$ cat src/rtl/iobus_pkg.sv
// Shared types and constants for the onboard peripheral bus initiator.
package iobus_pkg;

  localparam int DEF_AW = 4;
  localparam int DEF_DW = 8;
  localparam int DEF_LW = 4;

  // Bus direction encoding on the rw line.
  localparam logic RW_READ  = 1'b1;
  localparam logic RW_WRITE = 1'b0;

  // Onboard register map.
  localparam logic [3:0] LEDS     = 4'h0;
  localparam logic [3:0] LED7HI   = 4'h1;
  localparam logic [3:0] LED7LO   = 4'h2;
  localparam logic [3:0] RGB      = 4'h3;
  localparam logic [3:0] KEYS     = 4'h4;
  localparam logic [3:0] TMR_MODE = 4'h8;
  localparam logic [3:0] TMR_PS2  = 4'h9;
  localparam logic [3:0] TMR_PS1  = 4'hA;
  localparam logic [3:0] TMR_PS0  = 4'hB;

  typedef enum logic [2:0] {
    IDLE,
    WFETCH,
    ISSUE,
    CAPT,
    GAPW
  } state_t;

endpackage

$ cat src/rtl/iobus_master.sv
// Bus initiator: turns single/burst read/write commands into one-cycle cs
// strobes on the AD/DI/DO/rw/cs peripheral bus. Every bus-facing output is
// a flop so cs can never glitch.
module iobus_master
  import iobus_pkg::*;
#(
  parameter int AW  = DEF_AW,
  parameter int DW  = DEF_DW,
  parameter int LW  = DEF_LW,
  parameter int GAP = 0
) (
  input  logic          clk,
  input  logic          rst,
  input  logic          cmd_valid,
  output logic          cmd_ready,
  input  logic          cmd_rw,
  input  logic [AW-1:0] cmd_addr,
  input  logic [LW-1:0] cmd_len,
  input  logic          cmd_inc,
  input  logic [DW-1:0] wr_data,
  input  logic          wr_valid,
  output logic          wr_ready,
  output logic [DW-1:0] rd_data,
  output logic          rd_valid,
  input  logic          abort,
  output logic          busy,
  output logic          done,
  output logic          aborted,
  output logic [AW-1:0] AD,
  output logic [DW-1:0] DO,
  input  logic [DW-1:0] DI,
  output logic          rw,
  output logic          cs
);

  localparam int GCW = 4;
  // GAPW lasts GAP cycles: the counter counts GAP-1 down to 0.
  localparam logic [GCW-1:0] GAP_LOAD = (GAP > 0) ? GCW'(GAP - 1) : '0;

  state_t         state, state_n;
  logic [AW-1:0]  addr, addr_n;
  logic [LW-1:0]  cnt, cnt_n;
  logic           rw_l, rw_n;
  logic           inc_l, inc_n;
  logic [GCW-1:0] gap_cnt;

  logic stop;      // abort honoured this cycle
  logic beat_end;  // current beat finishes at this edge
  logic finish;    // command ends at this edge
  logic capture;   // DI is sampled at this edge
  logic wr_take;   // write beat handshake at this edge

  assign cmd_ready = (state == IDLE) && rst;
  assign wr_ready  = (state == WFETCH) && !abort;
  assign busy      = (state != IDLE);

  // Next-state and command-context update.
  // NOTE: every signal driven here gets a default first, so no path through
  // the case statement can leave one unassigned and infer a latch.
  always_comb begin
    state_n  = state;
    addr_n   = addr;
    cnt_n    = cnt;
    rw_n     = rw_l;
    inc_n    = inc_l;
    stop     = (state != IDLE) && abort;
    beat_end = 1'b0;
    finish   = 1'b0;
    capture  = 1'b0;
    wr_take  = 1'b0;

    case (state)
      IDLE: begin
        if (cmd_valid && cmd_ready) begin
          rw_n    = cmd_rw;
          addr_n  = cmd_addr;
          cnt_n   = cmd_len;
          inc_n   = cmd_inc;
          state_n = (cmd_rw == RW_READ) ? ISSUE : WFETCH;
        end
      end
      WFETCH: begin
        if (wr_valid) begin
          wr_take = 1'b1;
          state_n = ISSUE;
        end
      end
      ISSUE: begin
        if (rw_l == RW_READ) state_n = CAPT;
        else                 beat_end = 1'b1;
      end
      CAPT: begin
        capture  = 1'b1;
        beat_end = 1'b1;
      end
      GAPW: begin
        if (gap_cnt == '0) state_n = (rw_l == RW_READ) ? ISSUE : WFETCH;
      end
      default: state_n = IDLE;
    endcase

    if (beat_end) begin
      if (cnt == '0) begin
        finish  = 1'b1;
        state_n = IDLE;
      end else begin
        cnt_n  = cnt - LW'(1);
        addr_n = inc_l ? addr + AW'(1) : addr;
        if (GAP > 0)               state_n = GAPW;
        else if (rw_l == RW_READ)  state_n = ISSUE;
        else                       state_n = WFETCH;
      end
    end

    // Abort wins over everything: a strobe already on the bus has happened,
    // but nothing further is issued and a pending capture is dropped.
    if (stop) begin
      state_n = IDLE;
      finish  = 1'b1;
      capture = 1'b0;
      wr_take = 1'b0;
    end
  end

  // State register.
  // NOTE: sequential state uses non-blocking assignments so each flop sees
  // pre-edge values no matter how the always blocks are ordered.
  always_ff @(posedge clk or negedge rst) begin
    if (!rst) state <= IDLE;
    else      state <= state_n;
  end

  // Command context and inter-strobe gap counter.
  always_ff @(posedge clk or negedge rst) begin
    if (!rst) begin
      addr    <= '0;
      cnt     <= '0;
      rw_l    <= RW_READ;
      inc_l   <= 1'b0;
      gap_cnt <= '0;
    end else begin
      addr  <= addr_n;
      cnt   <= cnt_n;
      rw_l  <= rw_n;
      inc_l <= inc_n;
      if (state_n == GAPW && state != GAPW) gap_cnt <= GAP_LOAD;
      else if (state == GAPW)               gap_cnt <= gap_cnt - GCW'(1);
    end
  end

  // Registered bus and client outputs; cs is high exactly in ISSUE cycles.
  always_ff @(posedge clk or negedge rst) begin
    if (!rst) begin
      cs       <= 1'b0;
      rw       <= RW_READ;
      AD       <= '0;
      DO       <= '0;
      rd_data  <= '0;
      rd_valid <= 1'b0;
      done     <= 1'b0;
      aborted  <= 1'b0;
    end else begin
      cs <= (state_n == ISSUE);
      if (state_n == ISSUE) begin
        AD <= addr_n;
        rw <= rw_n;
      end
      if (wr_take) DO <= wr_data;
      rd_valid <= capture;
      if (capture) rd_data <= DI;
      done    <= finish;
      aborted <= stop;
    end
  end

endmodule

$ cat config.mk
export PLATFORM = sky130hd
export DESIGN_NAME = iobus_master
export DESIGN_NICKNAME = d
export VERILOG_FILES = /design/src/rtl/iobus_pkg.sv /design/src/rtl/iobus_master.sv
export SDC_FILE = /design/constraint.sdc
export NUM_CORES = 1
export LEC_CHECK = 0
export CORE_MARGIN = 3
export CORE_UTILIZATION = 45
export CTS_BUF_LIST = sky130_fd_sc_hd__clkbuf_4
export CTS_CLUSTER_DIAMETER = 50
export DETAILED_ROUTE_END_ITERATION = 6
export PLACE_DENSITY_LB_ADDON = 0.2
export SLEW_MARGIN = 0
export SYNTH_ARGS = -nofsm -noshare
export SYNTH_HDL_FRONTEND = slang
export SYNTH_SLANG_ARGS = --single-unit
$ cat constraint.sdc
create_clock -name clk -period 3 [get_ports clk]
set_clock_uncertainty 0.1 [all_clocks]
set_input_delay 0.6 -clock clk [delete_from_list [all_inputs] [get_ports clk]]
set_output_delay 0.6 -clock clk [all_outputs]
set_load 0.02 [all_outputs]
==> impl_metrics.csv, run 1 <==
group,metric,value,unit
placed_design,io_buffers,58,
timing,tightest_slew,605,ps
floorplan,dieArea,0.00515,mm²
route,antenna_left,0,
power,p_int,0.00157,W
layout,antenna_cells,0,
setup_path,reg2reg_depth,7,
power,swShare,38.9,%
grt,grt_util_met3,7.57,%
power,vdd_drop_max,0.000544,V
logic_synthesis,syn_area_per_cell,12.0,µm²
clocking,cts_made_buffers,5,
layout,drive_gt1_share,22.2,%
logic_synthesis,synth_ff_type,"dfrtp_1",
grt,grt.busiest_layer,"met2",
setup_path,cp_top_family,"buffers and inverters",
setup_path,critPathCaptureType,"primary output",
setup_path,path_cells,"clkdlybuf4s50_1, nand2b_1, nor3_1, clkdlybuf4s50_1",
power,power.leakage,1.10,nW
floorplan,core_area,0.00409,mm²
setup_path,crit_path_max_fanout,4,
placed_design,placed_cells,267,
clocking,cts_buffer_depth,2,
logic_synthesis,synth_edf_count,0,
grt,grt_use_total,18.4,%
route,routed_wl,4.30,mm
grt,grt_antenna_before_repair,0,
timing,hold_violations,0,
clocking,clk_pin_slew,120,ps
route,viasPerCell,5.36,
timing,period_share,93.0,%
floorplan,die-width,71.8,µm
flow_run,max_cap_violations,0,
timing,finalSetupViolations,0,
timing,finalSetupTns,0,ps
logic_synthesis,ys_ff_latch,42,
logic_synthesis,syn_nets,196,
power,p_total,0.00258,W
logic_synthesis,yosysSeqAreaShare,54.1,%
placed_design,place.detailed.hpwl,3.23,mm
setup_path,cp-startpoint,"abort",
grt,met1_usage,22.7,%
grt,grtUsageMet2,29.2,%
layout,areaGrowthSynthToFinish,34.4,%
timing,slew_headroom,59.5,%
route,dr.pass1.iters,4,
setup_path,r2r_end,"AD[3]",
hold_path,hold_path_class,"in -> async",
logic_synthesis,yosys_warnings,0,
clocking,cts.sinks,42,
route,wire_per_inst,15.6,µm
setup_path,crit_end,"wr_ready",
placed_design,place_area,0.00256,mm²
logic_synthesis,syn-cell-area,0.00195,mm²
logic_synthesis,yosys.cell_types.count,45,
floorplan,pin_count,59,
clocking,holdBufCountCts,0,
grt,overflow,0,
setup_path,crit_type,"in -> out",
clocking,worstSkewPairLatency,350,ps
layout,final_cell_area,0.00262,mm²
timing,finalCriticalPeriod,2790,ps
floorplan,die_h,71.8,µm
timing,slew_viol_final,0,
power,p_sw,0.00100,W
setup_path,rrSetupSlack,550,ps
layout,nNetsFinal,258,
power,p_comb_share,50.9,%
setup_path,arrival,2090,ps
power,clkPwrFrac,10.4,%
logic_synthesis,async_flop_share,100,%
layout,stdcell_count,275,
setup_path,cp_num_cells,4,
outcome,status,"finished clean",
setup_path,required,2300,ps
setup_path,cp.buffers_inverters,2,
setup_path,crit_path_max_incr_delay,660,ps
setup_path,reg2reg_from,"cnt[0]",
grt,grt_max_degree,42,
clocking,post_cts_buffers,0,
route,dr.first_iter.drc_count,139,
route,vias,1473,
timing,fmax,358,MHz
timing,rsz0062_at_grt,"no",
floorplan,initial_core_util,47.6,%
setup_path,cpMaxStageDelayCell,"clkdlybuf4s50_1",
logic_synthesis,postSynthCellCount,162,
power,powerDensity,984,mW/mm²
clocking,cts_root_buffer,"clkbuf_4",
clocking,cts_max_level,2,
setup_path,path_common_cell,"clkdlybuf4s50_1",
grt,grt_pass1_vias,1594,
clocking,cts_resized,0,
route,drc_errors,0,
grt,grt_pass1_wl,7.43,mm
placed_design,globalplace.congestion,0.906,
setup_path,start_kind,"input pin",
clocking,tritoncts,"yes",
floorplan,row_count,23,
power,seqPwrFrac,38.7,%
-- metrics by stage --
step / setup WS [ps] / utilization, % / hold WS (ps)
floorplan: 864 / - / 204
finish: 209 / 64.1 / 131
global route: 153 / 64.1 / 97.3
CTS: 207 / 64.1 / 114
detailed placement: 220 / 62.7 / 362
global placement: 204 / 62.7 / 358
-- cell usage in the layout, fill, tap and decap left out, types with 2 or more instances in the layout --
cell type / instances
o21ai_0: 6
nand3_1: 3
clkdlybuf4s50_1: 57
xnor2_1: 2
ha_1: 3
nor2_1: 9
a21o_1: 2
clkbuf_4: 5
a211oi_1: 2
nand2b_1: 2
nor3_1: 3
nor3b_2: 2
a21oi_1: 9
or3_1: 2
mux2_2: 22
a22oi_1: 2
dfstp_2: 2
buf_4: 3
and2_2: 2
o221a_2: 2
inv_1: 5
nand2_1: 15
dfrtp_1: 40
-- area by class of cell --
class | instances | area, µm²
clock buffer | 5 | 37.5
clock inverter | 3 | 16.3
fill | 318 | 1470
inverter | 6 | 22.5
multi-input combinational | 108 | 827
sequential | 42 | 1050
tap | 50 | 62.6
timing repair buffer | 61 | 598
-- cell usage after synthesis (all sizes together), types with 2 or more instances --
| cell | n | area share (%) |
|---|---|---|
| buf | 5 | 2.1 |
| inv | 6 | 1.2 |
| mux2 | 22 | 13 |
| nor3b | 3 | 1.7 |
| dfstp | 2 | 2.7 |
| a211oi | 2 | 0.77 |
| nor2 | 9 | 1.7 |
| ha | 3 | 1.9 |
| nor3 | 5 | 2.1 |
| dfrtp | 40 | 51 |
| nand3 | 3 | 0.77 |
| a21oi | 10 | 2.8 |
| or3 | 2 | 0.64 |
| a21o | 2 | 0.77 |
| o21ai | 6 | 1.5 |
| xnor2 | 2 | 0.90 |
| nand2b | 3 | 1.1 |
| o221a | 2 | 1.2 |
| a22oi | 2 | 0.77 |
| and2 | 2 | 0.77 |
| nand2 | 15 | 2.9 |
-- worst min-delay path by stage --
| stage | start | endpoint | slack (ps) | cells after the start |
|---|---|---|---|---|
| floorplan | rst | AD[0] | 200 | 0 |
| global placement | gap_cnt[3] | gap_cnt[3] | 360 | 1 |
| detailed placement | gap_cnt[3] | gap_cnt[3] | 360 | 1 |
| CTS | rst | rw_l | 110 | 1 |
| global route | rst | rw_l | 100 | 1 |
| finish | rst | rw_l | 130 | 1 |
-- per-layer routing --
metal  part of all wire (%)  vias up
met5                      0        -
met4                    1.6        0
met3                    8.4        8
met2                     48       58
met1                     42      701
li1                       -      706
-- worst register-to-register path, stage by stage, from the launching register on --
cell and delay [ps]:
dfrtp_1 380, inv_1 80, ha_1 210, nor3b_2 180, nor3_4 480, mux2_2 410
o221a_2 250, mux2_2 270
-- kinds of logic after synthesis --
family / Yosys count / share of synthesized area, %
xor+xnor: 3 / 1.35
buf+inv: 12 / 3.41
simple gates: 48 / 14.9
fa+ha+maj: 3 / 1.93
flops: 42 / 54.1
compound gates: 31 / 11.1
mux: 23 / 13.2
-- registers in the layout (all words and copies together) (netlist names) --
register	flops
cnt	4
cs	1
done	1
state	3
inc_l	1
rd_data	8
AD	4
addr	4
rw	1
rd_valid	1
aborted	1
rw_l	1
gap_cnt	4
DO	8
-- power groups by stage --
stage | sequential (W) | clock (W) | combinational, W
global placement | 0.000986 | 0 | 0.00128
CTS | 0.000996 | 0.000278 | 0.00132
finish | 0.000997 | 0.000269 | 0.00131
detailed placement | 0.00100 | 0 | 0.00131
floorplan | 0.00114 | 0 | 0.000651
global route | 0.00103 | 0.000305 | 0.00141
Note: power is estimated with default switching activity, not from simulation.
==> inputs of run 2 (changes only) <==
SETUP_SLACK_MARGIN = 0.05   (was not set)
SLEW_MARGIN = 20   (was 0)
==> results of run 2 <==
No change in the layout: final DEF, timing and power equal those of run 1.
